[config.mk]
export PLATFORM = sky130hd
export DESIGN_NAME = cpu_controller
export DESIGN_NICKNAME = d
export VERILOG_FILES = /design/src/rtl/cpu_controller.sv
export SDC_FILE = /design/constraint.sdc
export NUM_CORES = 1
export LEC_CHECK = 0
export BUFFER_PORTS_ARGS = -buffer_cell sky130_fd_sc_hd__buf_2
export CORE_MARGIN = 4
export CORE_UTILIZATION = 25
export DETAILED_ROUTE_END_ITERATION = 10
export HOLD_SLACK_MARGIN = 0.12
export SLEW_MARGIN = 5
export SYNTH_ARGS = -nofsm -noshare
export SYNTH_HDL_FRONTEND = slang
export SYNTH_SLANG_ARGS = --single-unit
[constraint.sdc]
create_clock -name clk -period 2 [get_ports clk]
set_clock_uncertainty 0.15 [all_clocks]
set_input_delay 0.1 -clock clk [delete_from_list [all_inputs] [get_ports clk]]
set_output_delay 0.1 -clock clk [all_outputs]
set_load 0.005 [all_outputs]
[src/rtl/cpu_controller.sv]
// cpu_controller: control FSM and instruction decoder that sequences fetch, decode and execute for the simple RISC datapath
// Ports: clk, reset_n (async active-low); ir (instruction), status {Z,V,N};
//   regfile control readnum/writenum/write/vsel; datapath loads loada/loadb/loadc/loads, asel/bsel/shift/ALUop;
//   fetch/PC control load_ir/load_pc/pc_sel; memory control addr_sel/load_addr/mem_cmd; halted.
module cpu_controller #(
  parameter logic [2:0] LR_REG = 3'd7
) (
  input  logic        clk,
  input  logic        reset_n,
  input  logic [15:0] ir,
  input  logic [2:0]  status,
  output logic [2:0]  readnum,
  output logic [2:0]  writenum,
  output logic        write,
  output logic [1:0]  vsel,
  output logic        loada,
  output logic        loadb,
  output logic        loadc,
  output logic        loads,
  output logic        asel,
  output logic        bsel,
  output logic [1:0]  shift,
  output logic [1:0]  ALUop,
  output logic        load_ir,
  output logic        load_pc,
  output logic [1:0]  pc_sel,
  output logic        addr_sel,
  output logic        load_addr,
  output logic [1:0]  mem_cmd,
  output logic        halted
);
  typedef enum logic [4:0] {
    RST, IF1, IF2, UPD_PC, DECODE, WR_IMM, GET_A, GET_B, RD_B, EXEC, WR_C,
    ADDR, LD_ADDR, MEM_RD, WR_M, PASS, MEM_WR, BRANCH, WR_LR, PC_REG, HALT
  } state_t;
  state_t state, nxt, dec;
  logic [2:0] opc, rn, rd, rm;
  logic [1:0] op;
  logic z, v, n, taken;
  assign opc = ir[15:13];
  assign op  = ir[12:11];
  assign rn  = ir[10:8];
  assign rd  = ir[7:5];
  assign rm  = ir[2:0];
  assign {z, v, n} = status;
  // BL shares BRANCH but is unconditional; its ir[10:8] is not a condition code
  always_comb begin
    taken = 1'b0;
    case (rn)
      3'b000: taken = 1'b1;
      3'b001: taken = z;
      3'b010: taken = !z;
      3'b011: taken = n ^ v;
      3'b100: taken = z | (n ^ v);
      default: taken = 1'b0;
    endcase
    taken = taken | (opc == 3'b010);
  end
  always_comb begin
    dec = HALT;
    case ({opc, op})
      5'b110_10: dec = WR_IMM;
      5'b110_00, 5'b101_11: dec = GET_B;
      5'b101_00, 5'b101_01, 5'b101_10, 5'b011_00, 5'b100_00: dec = GET_A;
      5'b001_00: dec = BRANCH;
      5'b010_11: dec = WR_LR;
      5'b010_00, 5'b010_10: dec = RD_B;
      default: dec = HALT;
    endcase
  end
  always_ff @(posedge clk or negedge reset_n)
    if (!reset_n) state <= RST;
    else state <= nxt;
  always_comb begin
    nxt = IF1;
    readnum = 3'd0;
    writenum = 3'd0;
    write = 1'b0;
    vsel = 2'b00;
    loada = 1'b0;
    loadb = 1'b0;
    loadc = 1'b0;
    loads = 1'b0;
    asel = 1'b0;
    bsel = 1'b0;
    shift = 2'b00;
    ALUop = 2'b00;
    load_ir = 1'b0;
    load_pc = 1'b0;
    pc_sel = 2'b00;
    addr_sel = 1'b0;
    load_addr = 1'b0;
    mem_cmd = 2'b00;
    halted = 1'b0;
    case (state)
      RST: begin load_pc = 1'b1; pc_sel = 2'b11; end
      IF1: begin nxt = IF2; addr_sel = 1'b1; mem_cmd = 2'b01; end
      IF2: begin nxt = UPD_PC; addr_sel = 1'b1; mem_cmd = 2'b01; load_ir = 1'b1; end
      UPD_PC: begin nxt = DECODE; load_pc = 1'b1; end
      DECODE: nxt = dec;
      WR_IMM: begin vsel = 2'b10; writenum = rn; write = 1'b1; end
      GET_A: begin nxt = (opc == 3'b101) ? GET_B : ADDR; readnum = rn; loada = 1'b1; end
      GET_B: begin nxt = EXEC; readnum = rm; loadb = 1'b1; end
      // CMP only updates status; MOV/MVN zero the A operand
      EXEC: begin
        nxt = (opc == 3'b101 && op == 2'b01) ? IF1 : WR_C;
        asel = (opc == 3'b110) || (op == 2'b11);
        ALUop = (opc == 3'b110) ? 2'b00 : op;
        shift = (opc == 3'b101 && op == 2'b01) ? 2'b00 : ir[4:3];
        loads = (opc == 3'b101 && op == 2'b01);
        loadc = !(opc == 3'b101 && op == 2'b01);
      end
      WR_C: begin writenum = rd; write = 1'b1; end
      ADDR: begin nxt = LD_ADDR; bsel = 1'b1; loadc = 1'b1; end
      LD_ADDR: begin nxt = (opc == 3'b011) ? MEM_RD : RD_B; load_addr = 1'b1; end
      MEM_RD: begin nxt = WR_M; mem_cmd = 2'b01; end
      WR_M: begin mem_cmd = 2'b01; vsel = 2'b01; writenum = rd; write = 1'b1; end
      RD_B: begin nxt = PASS; readnum = rd; loadb = 1'b1; end
      PASS: begin
        nxt = (opc == 3'b100) ? MEM_WR : (op == 2'b10) ? WR_LR : PC_REG;
        asel = 1'b1;
        loadc = 1'b1;
      end
      MEM_WR: mem_cmd = 2'b10;
      BRANCH: begin load_pc = taken; pc_sel = taken ? 2'b01 : 2'b00; end
      WR_LR: begin nxt = (op == 2'b11) ? BRANCH : PC_REG; vsel = 2'b11; writenum = LR_REG; write = 1'b1; end
      PC_REG: begin load_pc = 1'b1; pc_sel = 2'b10; end
      HALT: begin nxt = HALT; halted = 1'b1; end
      default: nxt = RST;
    endcase
  end
endmodule
# [Word-level counts from Yosys, hierarchy flattened]
# Memories as Yosys holds them, arrays and structs flattened.
# Index checks and enable logic that the tools add are counted.
[op_classes] n_eq_ne=32 muxes=30 n_bitwise=3 n_reduce_logical=14
[ops] op="$pmux W5 S15" n=1
[ops] op="$eq A5 B4 Y1 const B" n=8
[ops] op="$eq A5 B5 Y1 const B" n=5
[ops] op="$eq A5 B3 Y1 const B" n=4
[ops] op="$pmux W3 S3" n=2
[ops] op="$eq A3 B2 Y1 const B" n=4
[ops] op="$eq A3 B3 Y1 const B" n=4
[ops] op="$mux W2" n=6
[ops] op="$pmux W2 S3" n=2
[ops] op="$mux W1" n=11
[ops] op="$eq A5 B2 Y1 const B" n=2
[ops] op="$mux W4" n=2
[ops] op="$reduce_or A2 Y1" n=4
[ops] op="$reduce_or A4 Y1" n=2
[ops] op="$reduce_or A7 Y1" n=1
[ops] op="$pmux W1 S2" n=3
[ops] op="$eq A5 B1 Y1 const B" n=1
[ops] op="$logic_not A5 Y1" n=1
[ops] op="$pmux W1 S5" n=1
[ops] op="$eq A2 B2 Y1 const B" n=2
[ops] op="$pmux W2 S2" n=1
[ops] op="$eq A3 B1 Y1 const B" n=1
[ops] op="$logic_not A3 Y1" n=1
[ops] op="$mux W3" n=1
[ops] op="7 further kinds" n=9
[word_totals] ff_bits=5 romBits=160 in_bits=21 wordCells=81 n_memories=1
[mem_list] name="(name not given)" words=32 width=5 read_ports=1 rd_clocked_by_memory_dff=0 wr=0 line_no="61" source="case ({opc, op})"

# [Longest topological paths before layout]
# Gate-level depths: netlist (run 1).
[logic_depth] ltp_word=6 ltp_mapped=6 depth_no_buf=4

# [Worst setup path before layout (run 1)]
# No wires, ideal clock.
[synth_timing] path_kind="register to register" start="register state[4]" end="register state[0]" t_arrival_ns=1.357 slack_ns=0.424 stages_incl_launch_ff=6 cell_sequence="dfrtp_1 -> buf_2 -> nand2b_1 -> or3_1 -> o32a_1 -> nand3_1"
[synth_between] elab_chain_len=3
[synth_rtl] element="from (decl)" line_no="36" source="state_t state, nxt, dec;"
[synth_rtl] element="from (signal assigned)" line_no="73" source="else state <= nxt;"
[synth_rtl] element="$eq A5 B5 Y1 (tied with other cells)" line_no="95" source="case (state)"
[synth_rtl] element="$reduce_or A7 Y1 (no source line)"
[synth_rtl] element="$pmux W5 S15 *" line_no="95"
[synth_rtl] element="via nxt[0]" line_no="36"
# The timed path passes the listed nets; every way through them passes the cells marked *.

# [Worst setup path after layout (run 1)]
[layout_timing] start="register state[3]" end="output readnum[1]"
[layout_between] elab_chain_len=2
[layout_rtl] element="$eq A5 B4 Y1 or $eq A5 B3 Y1 (tied branches)" line_no="95"
[layout_rtl] element="$pmux W3 S3 *" line_no="95"
[layout_rtl] element="to (decl)" line_no="12" source="output logic [2:0] readnum,"
# Mark *: on every way between the ends. The rest lies on a longest branch, timed or not.

==> summary.md, run 1 <==
| Metric | Value |
|---|---|
| Status | complete, no violations |
| Max Clk Rate | approximately 0.52 GHz |
| Antenna violations before repair | 0 |
| Clock slew at reported path FFs | ~40 ps |
| Crit Path Class | register to output port |
| Total clock sinks | 5 |
| CTS Root Cell | clkbuf_8 |
| CTS max path bufs | 2 |
| RSZ-0062 raised after global routing | yes |
| Congestion Overflow GR | 0 |
| Worst r2r src | state[3] |
| Post-Route WL | around 3900 um |
| Largest register by flop count | state |
| PwrDens | roughly 1100 mW/mm^2 |
| CP startpoint kind | register |
| Worst-Margin Slew | between 300 and 400 ps |
| Io pins | 49 |
| FILL cells | 432 |
| CP max stage cell | or3b_1 |
| GRT Total Usage | 14.7% |
| Rows | 22 |
| Initial Util | 26.9% |
| Flip-flop count of the largest register after layout | 5 |
| Worst R2R Setup Slack | around 200 ps |
| Hold Path End | state[3] |
| Type of the tightest min-delay check | primary input to register |
| Crit-path max cell delay | 510 ps |
| Register bit total from synthesis | 5 |
| Placed cells | 259 |
| Util after Layout | 37.6% |
| Via density per instance | around 5.4 |
| Peak supply drop | 335 uV |
| PortBufs | 48 |
| Setup ws final | 85.8 ps |
| Number of flops mapped to enable cells by yosys | 0 |
| Met2 global-route usage | 24.4% |
| Vias in the first global route | 1350 |
| TritonCTS clock tree | done |
| GR Util met1 | a little under 20% |
| Synth cell types | 40 |
| TritonRoute pass-1 iters | 4 |
| Residual DRC | 0 |
| Fraction of layout cells with a size suffix above 1 | 34.4% |
| Die width | 71.9 um |
| Iteration-0 DRC Markers | between 90 and 100 |
| Syn Nets | 188 |
| CP Capture Type | output port |
| Worst path bufs/invs | 1 |
| Family with the most delay on the worst path | simple AND/OR/NAND/NOR gates |
| Final period util | a little over nine tenths |
| Non-Filler Instances | 266 |
| Die area | just over 0.005 sq mm |
| Fin. Hold Viols | 0 |
| Core area | 0.00380 sq mm |
| HPWL Detailed | 3050 um |
| Largest registers | state (5) |
| Setup bufs post-CTS | 0 |
| Crit path from | state[3] |
| Fraction of registers with async set/reset | 100% |
| R2R depth | 5 |
| Most common cell in the netlist | nand2_1 |
| Post-synth top area share | about an eighth |
| Synth area leaders | dfrtp_1 12%, nand2_1 7.7%, a21oi_1 6.9% |
| Area growth syn-to-layout | 39.9% |
| Worst reg2reg endpoint | state[0] |
| Global Route met3 Usage | under 10% |
| Gp weighted congestion | 0.930 |
| Dpl ws | 253 ps |
| Arrival @ worst endpoint | between 1500 and 2000 ps |
| Hold WS | 170 ps |
| Pleak | 0.697 nW |
| Routed len/inst | 14.5 um |
| Routed vias | 1425 |
| Max-cap violations | 0 |
| Final setup violating endpoints | 0 |
| Diode count | 0 |
| Gate Count Post-Synth | 167 |
| Clk_lat worst skew | approximately 230 ps |
| Die height | slightly above 70 um |
| Largest net degree at the start of global routing | 15 |
| Tmin final | approximately 1900 ps |
| Ys Warns | 0 |
| CTS Buf Count | 3 |
| CP required | 1750 ps |
| Synth top cells by count | 21 x nand2_1, 14 x a21oi_1, 14 x nor2_1, 12 x o21ai_0, 9 x nand3_1 |
| Part of the Yosys area used for sequential elements | 12.2% |
| Max-slew headroom | 75.2% |
| Post-synth top flop | dfrtp_1 |
| H-tree depth | 1 |
| Leading area contributor after synthesis | dfrtp_1 |
| First-pass GRT wire length | 6240 um |
| Total Nets Final | 240 |
| Avg Cell Area, Syn | 6.12 sq um |
| Most Crowded Layer GR | met2 |
| Worst hold path cell count | 4 |
| Worst-path fanout max | 9 |
| Hold_sp | ir[13] |
| Synth Cell Area | 0.00102 sq mm |
| Crit-path cells | or3b_1 -> nor2_2 -> a22oi_1 -> nand2_1 -> buf_2 |
| Routed Antenna Nets | 0 |
| Final slew viol count | 0 |
worst max path at each step:
stage,cells after the start,slack (ps),endpoint
floorplan,5,420,state[0]
global placement,5,250,state[0]
detailed placement,5,250,state[0]
CTS,5,20,readnum[1]
global route,5,-20,readnum[1]
finish,5,90,readnum[1]
where the power goes:
| part | internal [W] | total (W) | leakage (nW) | switching (W) |
|---|---|---|---|---|
| logic | 0.000520 | 0.00117 | 0.615 | 0.000653 |
| registers | 0.000150 | 0.000258 | 0.0597 | 0.000109 |
| clock network | 0.000137 | 0.000194 | 0.0228 | 0.0000563 |
worst register-to-register path, cell delays in order (launching register included):
cell	delay [ps]
dfrtp_1	470
buf_4	210
nand2b_1	100
or3_1	350
o32a_1	350
nand3_1	100
repair_timing:
| action | in CTS | in global routing |
|---|---|---|
| hold buffers | 3 | 0 |
| endpoints found under the hold margin | 6 | 0 |
| endpoints found under the setup margin | 0 | 16 |
| resized for setup | 0 | 8 |
layout make-up:
type                            instances  area (sq um)  area share (%)
Multi-Input combinational cell        144           836            58.4
Timing Repair Buffer                   61           345            24.1
Sequential cell                         5           129            9.01
Tap cell                               48          60.1            4.20
Clock buffer                            4          45.0            3.15
Inverter                                4          15.0            1.05
through the flow:
stage | setup TNS (ps) | area [sq um] | power, W
after floorplan | 0 | 1020 | 0.000945
after global placement | 0 | 1340 | 0.00140
after detailed placement | 0 | 1340 | 0.00139
after CTS | 0 | 1410 | 0.00159
after global routing | -24.6 | 1430 | 0.00176
final | 0 | 1430 | 0.00163
cell usage in the layout (no fill, tap or decap), drive strengths merged, types with 4 or more instances in the layout:
cell and instances:
or3 5, a22oi 5, a21oi 14, inv 4, o21ai 12, nand2b 6
nand2 21, clkbuf 4, nor3 8, dfrtp 5, a211oi 4, nor2b 8
nor2 15, nand3 9, buf 58, and3 6
cells by family after synthesis:
kind of cell / after synthesis / share of synthesized area, %
DFF: 5 / 12.2
buffers and inverters: 18 / 7.47
and+or+nand+nor: 90 / 45.8
muxes: 1 / 1.10
xor gates and xnor gates: 1 / 0.857
AOI/OAI and AO/OA: 52 / 32.6
metal layers:
layer  wire, um  share of wire, %  vias up
met1       1660                43      649
met2       1890                49       57
met4         63               1.6        0
li1           -                 -      712
met3        255               6.6        7
met5          0                 0        -
Power figures use the tool's default switching activity.
==> inputs of run 2 (changes only) <==
- clock period: 2 -> 1.7 ns (I/O delays scaled with it)
==> summary.md, run 2 (synthesized netlist as in run 1, its figures left out) <==
| Metric | Value |
|---|---|
| Worst R2R Setup Slack | 0 ps |
| Int Pwr | 0.00144 W |
| Max-cap violations | 0 |
| Congestion Overflow GR | 0 |
| Gp weighted congestion | 1.02 |
| Hold WS | between 150 and 200 ps |
| HPWL Detailed | 3170 um |
| Sw frac | 47.2% |
| Routed len/inst | 15.8 um |
| Sw power | 0.00129 W |
| Die width | 71.9 um |
| Comb pwr share | 82.4% |
| Fin. Hold Viols | 0 |
| Non-Filler Instances | around 290 |
| Max-slew headroom | between 60% and 70% |
| CTS Root Cell | clkbuf_8 |
| Fraction of layout cells with a size suffix above 1 | between 50 and 60% |
| Worst hold path cell count | 4 |
| Worst r2r src | state[3] |
| CP Capture Type | output port |
| Hold Path End | state[3] |
| H-tree depth | 1 |
| Arrival @ worst endpoint | approximately 1600 ps |
| Commonest non-fill, non-tap cell in the layout | buf_2 |
| RSZ-0062 raised after global routing | yes |
| TritonRoute pass-1 iters | 4 |
| Worst-path fanout max | 5 |
| Type of the tightest min-delay check | primary input to register |
| PnR Total Power | 0.00274 W |
| Hold_sp | ir[13] |
| R2R depth | 5 |
| Final setup violating endpoints | 13 |
| Vias in the first global route | between 1000 and 1500 |
| Crit Path Class | register to output port |
| Worst reg2reg endpoint | state[4] |
| Status | finished, violations left |
| Rows | 22 |
| PwrDens | 1490 mW/mm^2 |
| CP required | 1460 ps |
| Largest registers | state (5) |
| Die area | 0.00518 sq mm |
| Total Nets Final | 262 |
| Via density per instance | ~5.5 |
| Io pins | 49 |
| Peak supply drop | 449 uV |
| CTS max path bufs | 2 |
| CTS Buf Count | 3 |
| Tmin final | 1800 ps |
| Placed cells | 273 |
| FF+latch area | 130 sq um |
| Flip-flop count of the largest register after layout | 5 |
| Routed vias | 1590 |
| Largest net degree at the start of global routing | 14 |
| Die height | roughly 72 um |
| Residual DRC | 0 |
| Clk network pwr share | 8.2% |
| Antenna violations before repair | 0 |
| Routed Antenna Nets | 0 |
| Most frequent cells in the layout | 47 x buf_2, 19 x nand2_1, 19 x buf_4 |
| GRT Total Usage | 15.4% |
| Initial Util | roughly 27% |
| Total clock sinks | 5 |
| Largest register by flop count | state |
| Core area | 0.00380 sq mm |
| Post-Route WL | 4560 um |
| FILL cells | ~400 |
| Failing checks | setup timing |
| Multi-input gate area | 0.00101 sq mm |
| Final slew viol count | 0 |
| Clk_lat worst skew | 220 ps |
| TritonCTS clock tree | done |
| PortBufs | 48 |
| CP startpoint kind | register |
| Area growth syn-to-layout | 79.7% |
| Setup ws final | -101 ps |
| Diode count | 0 |
| Reg power frac | 9.4% |
| Worst-Margin Slew | 467 ps |
| First-pass GRT wire length | around 6600 um |
| Max Clk Rate | 0.555 GHz |
| Clock slew at reported path FFs | approximately 40 ps |
| Pleak | roughly 0.85 nW |
| Iteration-0 DRC Markers | 122 |
| Final period util | 106% |
run 2: changes by cell type in the layout (fill, tap and decap cells not counted), sizes merged:
| cell | before | now |
|---|---|---|
| buf | 58 | 80 |
run 2: area by class of cell:
| type | instances | share of cell area (%) |
|---|---|---|
| multi-input combinational | 144 | 55.1 |
| sequential | 5 | 7.08 |
| inverter | 4 | 0.817 |
| clock buffer | 4 | 2.45 |
| tap | 48 | 3.27 |
| timing repair buffer | 83 | 31.3 |
run 2: power by group through the flow:
stage | logic (W) | clock network, W | registers, W
after floorplan | 0.000910 | 0 | 0.000202
after global placement | 0.00159 | 0 | 0.000246
after detailed placement | 0.00157 | 0 | 0.000252
after CTS | 0.00191 | 0.000223 | 0.000239
after global routing | 0.00240 | 0.000241 | 0.000258
final | 0.00226 | 0.000225 | 0.000256
run 2: metrics by stage:
stage | instance area [sq um] | setup slack [ps] | utilization [%] | TNS, ps
3_5_place_dp | 1440 | 16.5 | 37.9 | 0
6_report | 1840 | -101 | 48.4 | -622
2_1_floorplan | 1020 | 124 | - | 0
5_1_grt | 1840 | -136 | 48.4 | -1400
3_3_place_gp | 1440 | -4.34 | 37.9 | -4.34
4_1_cts | 1670 | -84.1 | 44.0 | -552
run 2: worst max-delay path by stage:
stage | endpoint | cells past startpoint | from | slack [ps]
floorplan | state[0] | 5 | state[4] | 120
detailed placement | state[0] | 4 | state[0] | 20
global placement | state[0] | 4 | state[0] | -4
finish | readnum[2] | 5 | state[4] | -100
global route | readnum[2] | 5 | state[4] | -140
CTS | mem_cmd[0] | 5 | state[2] | -80
run 2: per-layer routing:
layer / vias to the layer above / global-route usage [%] / wire (um)
li1: 756 / - / -
met1: 759 / 21.4 / 1930
met2: 62 / 25.3 / 2290
met3: 13 / 1.39 / 238
met4: 0 / 4.59 / 97
met5: - / 0 / 0
run 2: worst max-delay path, stage by stage (launching register included):
cell and delay (ps):
dfrtp_2 450, or3b_4 480, nor2_4 140, a22oi_1 100, nand2_1 70, buf_2 100
run 2: repair_timing:
item / 4_1_cts / 5_1_grt
setup buffers: 6 / 4
hold endpoints to repair: 6 / 0
endpoints found under the setup margin: 21 / 27
resized for setup: 31 / 38
pin swaps: 7 / 8
hold buffers: 3 / 0
